### src/rtl/fir_pkg.sv
// Shared FIR output-path constants and saturation-limit helpers.
package fir_pkg;
  localparam int FIR_IN_W  = 34;
  localparam int FIR_OUT_W = 16;
  localparam int FIR_SHIFT = 15;

  function automatic int sat_max(input int w);
    return (1 << (w - 1)) - 1;
  endfunction

  function automatic int sat_min(input int w);
    return -(1 << (w - 1));
  endfunction

  localparam int FIR_SAT_MAX = sat_max(FIR_OUT_W);
  localparam int FIR_SAT_MIN = sat_min(FIR_OUT_W);
endpackage

### src/rtl/fir_out_sink_if.sv
// Input (FIR result) and output (audio) stream signals of fir_out_sink.
interface fir_out_sink_if
  import fir_pkg::*;
#(
  parameter int IN_W  = FIR_IN_W,
  parameter int OUT_W = FIR_OUT_W
);
  logic             s_axis_data_tvalid;
  logic [IN_W-1:0]  s_axis_data_tdata;
  logic             s_axis_data_tready;
  logic             m_axis_data_tvalid;
  logic             m_axis_data_tready;
  logic [OUT_W-1:0] m_axis_data_tdata;

  modport slave (
    input  s_axis_data_tvalid, s_axis_data_tdata, m_axis_data_tready,
    output s_axis_data_tready, m_axis_data_tvalid, m_axis_data_tdata
  );

  modport master (
    output s_axis_data_tvalid, s_axis_data_tdata, m_axis_data_tready,
    input  s_axis_data_tready, m_axis_data_tvalid, m_axis_data_tdata
  );
endinterface

### src/rtl/sync_fifo.sv
// First-word fall-through FIFO; a push while full is accepted only alongside a pop.
module sync_fifo #(
  parameter int WIDTH = 16,
  parameter int DEPTH = 4
) (
  input  logic                       aclk,
  input  logic                       areset,
  input  logic                       push,
  input  logic                       pop,
  input  logic [WIDTH-1:0]           din,
  output logic [WIDTH-1:0]           dout,
  output logic [$clog2(DEPTH):0]     count,
  output logic                       full,
  output logic                       empty
);
  localparam int AW = $clog2(DEPTH);
  localparam int CW = AW + 1;

  logic [WIDTH-1:0] mem [DEPTH];
  logic [AW-1:0]    wr_ptr, rd_ptr;
  logic             do_push, do_pop;

  assign full    = (count == CW'(DEPTH));
  assign empty   = (count == '0);
  assign do_pop  = pop && !empty;
  assign do_push = push && (!full || do_pop);
  assign dout    = empty ? '0 : mem[rd_ptr];

  always_ff @(posedge aclk)
    if (do_push) mem[wr_ptr] <= din;

  always_ff @(posedge aclk) begin
    if (areset) begin
      wr_ptr <= '0;
      rd_ptr <= '0;
      count  <= '0;
    end else begin
      if (do_push) wr_ptr <= wr_ptr + 1'b1;
      if (do_pop)  rd_ptr <= rd_ptr + 1'b1;
      case ({do_push, do_pop})
        2'b10:   count <= count + 1'b1;
        2'b01:   count <= count - 1'b1;
        default: count <= count;
      endcase
    end
  end
endmodule

### src/rtl/fir_out_sink.sv
// FIR result sink: round-half-up, saturate to OUT_W, buffer and re-emit with backpressure.
module fir_out_sink
  import fir_pkg::*;
#(
  parameter int IN_W  = FIR_IN_W,
  parameter int OUT_W = FIR_OUT_W,
  parameter int SHIFT = FIR_SHIFT,
  parameter int DEPTH = 4,
  parameter int CNT_W = 16
) (
  input  logic             aclk,
  input  logic             areset,
  fir_out_sink_if.slave    bus,
  input  logic             clr_cnt,
  output logic [CNT_W-1:0] sat_cnt,
  output logic [CNT_W-1:0] drop_cnt
);
  localparam int RW     = IN_W + 1 - SHIFT;
  localparam int STAGES = 2;
  localparam int CW     = $clog2(DEPTH) + 1;
  localparam logic signed [IN_W:0]  RND = {{IN_W{1'b0}}, 1'b1} << (SHIFT - 1);
  localparam logic signed [RW-1:0]  HI  = RW'(sat_max(OUT_W));
  localparam logic signed [RW-1:0]  LO  = RW'(sat_min(OUT_W));

  logic [STAGES:1]      vld_pipe;
  logic signed [IN_W:0] sum;
  logic signed [RW-1:0] r_q;
  logic [OUT_W-1:0]     sat_d, sat_q;
  logic                 clamp, sat_inc, push, pop, full, empty, drop;
  logic [CW-1:0]        count;

  // One extra bit of headroom so adding the rounding constant cannot overflow.
  assign sum = $signed({bus.s_axis_data_tdata[IN_W-1], bus.s_axis_data_tdata}) + RND;

  always_comb begin
    clamp = 1'b0;
    sat_d = r_q[OUT_W-1:0];
    if (r_q > HI) begin
      clamp = 1'b1;
      sat_d = HI[OUT_W-1:0];
    end else if (r_q < LO) begin
      clamp = 1'b1;
      sat_d = LO[OUT_W-1:0];
    end
  end

  always_ff @(posedge aclk) begin
    if (areset) begin
      vld_pipe <= '0;
      r_q      <= '0;
      sat_q    <= '0;
    end else begin
      vld_pipe <= {vld_pipe[STAGES-1:1], bus.s_axis_data_tvalid};
      r_q      <= RW'(sum >>> SHIFT);
      sat_q    <= sat_d;
    end
  end

  assign sat_inc = vld_pipe[1] && clamp;
  assign push    = vld_pipe[STAGES];
  assign pop     = bus.m_axis_data_tvalid && bus.m_axis_data_tready;
  assign drop    = push && full && !pop;

  // Clear wins over a same-cycle increment; both counters stick at all-ones.
  always_ff @(posedge aclk) begin
    if (areset || clr_cnt) begin
      sat_cnt  <= '0;
      drop_cnt <= '0;
    end else begin
      if (sat_inc && !(&sat_cnt))  sat_cnt  <= sat_cnt + 1'b1;
      if (drop && !(&drop_cnt))    drop_cnt <= drop_cnt + 1'b1;
    end
  end

  sync_fifo #(.WIDTH(OUT_W), .DEPTH(DEPTH)) u_fifo (
    .aclk   (aclk),
    .areset (areset),
    .push   (push),
    .pop    (pop),
    .din    (sat_q),
    .dout   (bus.m_axis_data_tdata),
    .count  (count),
    .full   (full),
    .empty  (empty)
  );

  assign bus.m_axis_data_tvalid = !empty;
  assign bus.s_axis_data_tready = (count != CW'(DEPTH));
endmodule

### src/flat_wrapper.sv
// flat-port wrapper written by rule: the top's interface ports become plain ports
module fir_out_sink_flat import fir_pkg::*;
#(
  parameter int IN_W  = FIR_IN_W,
  parameter int OUT_W = FIR_OUT_W,
  parameter int SHIFT = FIR_SHIFT,
  parameter int DEPTH = 4,
  parameter int CNT_W = 16
)
  (aclk, areset, clr_cnt, sat_cnt, drop_cnt, bus_s_axis_data_tvalid, bus_s_axis_data_tdata, bus_m_axis_data_tready, bus_s_axis_data_tready, bus_m_axis_data_tvalid, bus_m_axis_data_tdata);
  fir_out_sink_if #(.IN_W(IN_W), .OUT_W(OUT_W)) bus_i ();
  input  logic aclk;
  input  logic areset;
  input  logic clr_cnt;
  output logic [CNT_W-1:0] sat_cnt;
  output logic [CNT_W-1:0] drop_cnt;
  input wire logic [$bits(bus_i.s_axis_data_tvalid)-1:0] bus_s_axis_data_tvalid;
  input wire logic [$bits(bus_i.s_axis_data_tdata)-1:0] bus_s_axis_data_tdata;
  input wire logic [$bits(bus_i.m_axis_data_tready)-1:0] bus_m_axis_data_tready;
  output wire logic [$bits(bus_i.s_axis_data_tready)-1:0] bus_s_axis_data_tready;
  output wire logic [$bits(bus_i.m_axis_data_tvalid)-1:0] bus_m_axis_data_tvalid;
  output wire logic [$bits(bus_i.m_axis_data_tdata)-1:0] bus_m_axis_data_tdata;
  assign bus_i.s_axis_data_tvalid = bus_s_axis_data_tvalid;
  assign bus_i.s_axis_data_tdata = bus_s_axis_data_tdata;
  assign bus_i.m_axis_data_tready = bus_m_axis_data_tready;
  assign bus_s_axis_data_tready = bus_i.s_axis_data_tready;
  assign bus_m_axis_data_tvalid = bus_i.m_axis_data_tvalid;
  assign bus_m_axis_data_tdata = bus_i.m_axis_data_tdata;
  fir_out_sink #(.IN_W(IN_W), .OUT_W(OUT_W), .SHIFT(SHIFT), .DEPTH(DEPTH), .CNT_W(CNT_W)) u_core (.aclk(aclk), .areset(areset), .bus(bus_i), .clr_cnt(clr_cnt), .sat_cnt(sat_cnt), .drop_cnt(drop_cnt));
endmodule
### config.mk
export PLATFORM = sky130hd
export DESIGN_NAME = fir_out_sink_flat
export DESIGN_NICKNAME = d
export VERILOG_FILES = /design/src/rtl/fir_pkg.sv /design/src/rtl/fir_out_sink_if.sv /design/src/rtl/sync_fifo.sv /design/src/rtl/fir_out_sink.sv /design/src/flat_wrapper.sv
export SDC_FILE = /design/constraint.sdc
export NUM_CORES = 1
export LEC_CHECK = 0
export ABC_AREA = 1
export CAP_MARGIN = 30
export CORE_MARGIN = 3
export CORE_UTILIZATION = 59
export CTS_CLUSTER_DIAMETER = 200
export DETAILED_ROUTE_END_ITERATION = 10
export GPL_ROUTABILITY_DRIVEN = 1
export GPL_TIMING_DRIVEN = 0
export PLACE_DENSITY = 0.83
export SKIP_LAST_GASP = 1
export SYNTH_ARGS = -nofsm -noshare
export SYNTH_HDL_FRONTEND = slang
export SYNTH_SLANG_ARGS = --single-unit
export TNS_END_PERCENT = 100
### constraint.sdc
create_clock -name aclk -period 5.95 [get_ports aclk]
set_clock_uncertainty 0.15 [all_clocks]
set_input_delay 1.19 -clock aclk [delete_from_list [all_inputs] [get_ports aclk]]
set_output_delay 1.19 -clock aclk [all_outputs]
set_load 0.03 [all_outputs]
==> summary.md <==
| Metric | Value |
|---|---|
| Overall die width | between 100 and 150 um |
| Fraction of the yosys area taken by sequential cells | ~55% |
| Starting DRC count in detailed routing | around 430 |
| GR Util met2 | between 40% and 50% |
| Max cap viols | 0 |
| Critical path arrival | 2.89 ns |
| Hold path start | u_core.r_q[6] |
| Crit. End Element | output port |
| Root buffer cell | clkbuf_8 |
| Cts-stage hold buffer count | 0 |
| Synth Cell Area | roughly 6400 um2 |
| Relative slew slack | between 30% and 40% |
| FF+latch count, synth | roughly 140 |
| F_max | 0.236 GHz |
| EDFF count, synth | 64 |
| H-Tree Level Count | 4 |
| Setup violators final | 0 |
| WS Path Type | flop to output port |
| Commonest non-fill, non-tap cell in the layout | nor2_1 |
| Routability congestion estimate | approximately 0.88 |
| Vias/cell | 5.43 |
| Synthesized Nets | 817 |
| Die height | between 100 and 150 um |
| Port bufs | 73 |
| Synth Flop Type | dfxtp_1 |
| Initial Util | around three fifths |
| Placed insts | 978 |
| Worst-Skew Late Latency | between 0.5 and 0.6 ns |
| Final Critical Period | about 4.2 ns |
| Final hold vios | 0 |
| Cell Count, Final, Fillers Out | roughly 1,000 |
| Routing usage on met1 | between 30% and 40% |
| TritonCTS Buffers | 17 |
| Hpwl dp | between 9 and 10 mm |
| Total track usage | a little over a quarter |
| FF-to-FF Start | u_core.u_fifo.count[1] |
| Worst-Margin Slew | ~0.93 ns |
| # DRC | 0 |
| Sequential Area | 3500 um2 |
| Num rows | 37 |
| Setup crit start kind | flop |
| Multi-input gate area | 2510 um2 |
| RSZ-0062 raised after global routing | no |
| Grt peak-use layer | met2 |
| Number of fill cells | between 700 and 800 |
| Pwr Density | about 310 nW/um2 |
| Antenna Cells | 0 |
| CTS tree | built |
| I/O Pins | 89 |
| Wire per inst | ~15 um |
| Clk buf depth | 2 |
| Most frequent cells in the layout | nor2_1, nand2_1, dfxtp_1 |
| Synth-to-Final Area Change | 23.8% |
| YS warnings | 0 |
| Postcts setup bufs | 0 |
| Post-CTS resize count | 0 |
| Routed Wire Length | between 15 and 20 mm |
| Antenna-violating nets left | 0 |
| Fin nets | between 900 and 1,000 |
| CTS Sinks | 143 |
| Max-slew violations | 0 |
| Met3 usage in global routing | just over 7% |
| Netlist cell types | 37 |
| Worst min path class | flop to flop |
| Vias | roughly 5,500 |
| Static leakage | slightly below 3 nW |
| Mapped Cells | around 770 |
| Fin crit share | between 70% and 80% |
| Syn_area_per_cell | slightly above 8 um2 |
| Fin Setup TNS | 0 ns |
| TritonRoute pass-1 iters | 6 |
| Ys async rst share | 0% |
| Clk pin slew, worst setup/hold paths | around 0.060 ns |
| Worst Path Max Fanout | 10 |
| First-pass GRT wire length | about 24 mm |
| Status | finished clean |
| Full die area | approximately 12,000 um2 |
| Initial antenna violation count | 0 |
| WP data required | 4.61 ns |
| Vias in the first global route | 5,251 |
| Core area | 10,400 um2 |
| Grt ovf | 0 |
| Pin count of the biggest net entering global routing | 17 |
| IR drop worst, VDD | 0.272 mV |
| Proportion of layout cells with a drive suffix above 1 | a little under 8% |
-- critical path, cell delays in order (launching register included) --
cell and delay (ns):
dfxtp_1 0.31, clkbuf_1 0.23, clkbuf_1 0.44, nor2_1 0.10, nor2_1 0.14, o21ai_0 0.14
a21oi_1 0.28, clkdlybuf4s50_1 0.72
-- cells by family after synthesis --
family	count (synthesis)	share of synthesized area, %
AO/OA/AOI/OAI	124	10.0
XOR/XNOR	11	1.51
adder cells (fa/ha/maj)	9	1.88
buffers and inverters	91	5.97
flip-flops	143	54.8
AND/OR/NAND/NOR	391	25.8
-- cell usage after synthesis (2+ instances only) --
master / count / area share, %
o21ai_0: 54 / 4.2
xor2_1: 7 / 0.96
clkinv_1: 2 / 0.12
xnor2_1: 4 / 0.55
nand2_1: 159 / 9.3
nand4_1: 11 / 1.1
edfxtp_1: 64 / 30
clkbuf_1: 12 / 0.71
inv_2: 3 / 0.18
buf_6: 2 / 0.35
buf_1: 2 / 0.12
nor2_1: 165 / 9.7
nand2_2: 4 / 0.39
inv_1: 64 / 3.8
dfxtp_1: 79 / 25
nand3_1: 28 / 2.2
a21oi_1: 62 / 4.9
a21oi_2: 3 / 0.41
ha_1: 8 / 1.6
buf_2: 4 / 0.31
nor2_2: 6 / 0.59
nand3b_1: 3 / 0.35
o21ai_1: 2 / 0.16
nor2_4: 4 / 0.71
nor3_1: 5 / 0.39
-- layout make-up --
type,count,share of cell area (%)
Timing Repair Buffer,73,9.24
Sequential cell,143,44.3
Clock inverter,9,1.14
Inverter,69,3.27
Clock buffer,23,6.60
Multi-Input combinational cell,535,31.8
Tap cell,136,2.15
Buffer,22,1.55
-- final timing paths --
check	to	slack, ns	cells past startpoint
worst min-delay path	u_core.sat_q[6]	0.29	2
worst min register to register	u_core.sat_q[6]	0.29	2
worst max register to register	u_core.u_fifo.count[2]	3.04	11
worst max-delay path	bus_m_axis_data_tdata[14]	1.72	7
-- per-stage QoR --
step                      utilization, %  power [mW]  instance area (um2)  hold WS, ns  worst slack [ns]
after global placement              70.0        1.42                 7290        0.275              2.21
after floorplan                        -        1.29                 6390        0.266              2.95
final                               75.9        2.49                 7910        0.289              1.72
after global routing                75.9        2.57                 7910        0.324              1.61
after CTS                           75.9        2.49                 7910        0.294              1.73
after detailed placement            70.1        1.43                 7300        0.274              2.37
-- layer usage --
metal	wire length, um	vias to the layer above	share of wire, %
met5	0	-	0
met4	266	0	1.8
met3	1110	30	7.4
met2	7610	221	51
met1	6070	2539	40
li1	-	2697	-
-- flip-flops by register name (all words and copies together), names as in the netlist, named ones only --
name / flops
u_core.u_fifo.wr_ptr: 2
u_core.sat_q: 16
u_core.vld_pipe: 2
u_core.sat_cnt: 16
u_core.u_fifo.count: 3
u_core.r_q: 20
u_core.u_fifo.mem: 64
u_core.u_fifo.rd_ptr: 2
u_core.drop_cnt: 16
-- where the power goes --
part / switching, mW / internal [mW]
logic: 0.220 / 0.115
clock network: 0.409 / 0.658
registers: 0.0227 / 1.06
total: 0.652 / 1.83
Power figures use the tool's default switching activity.
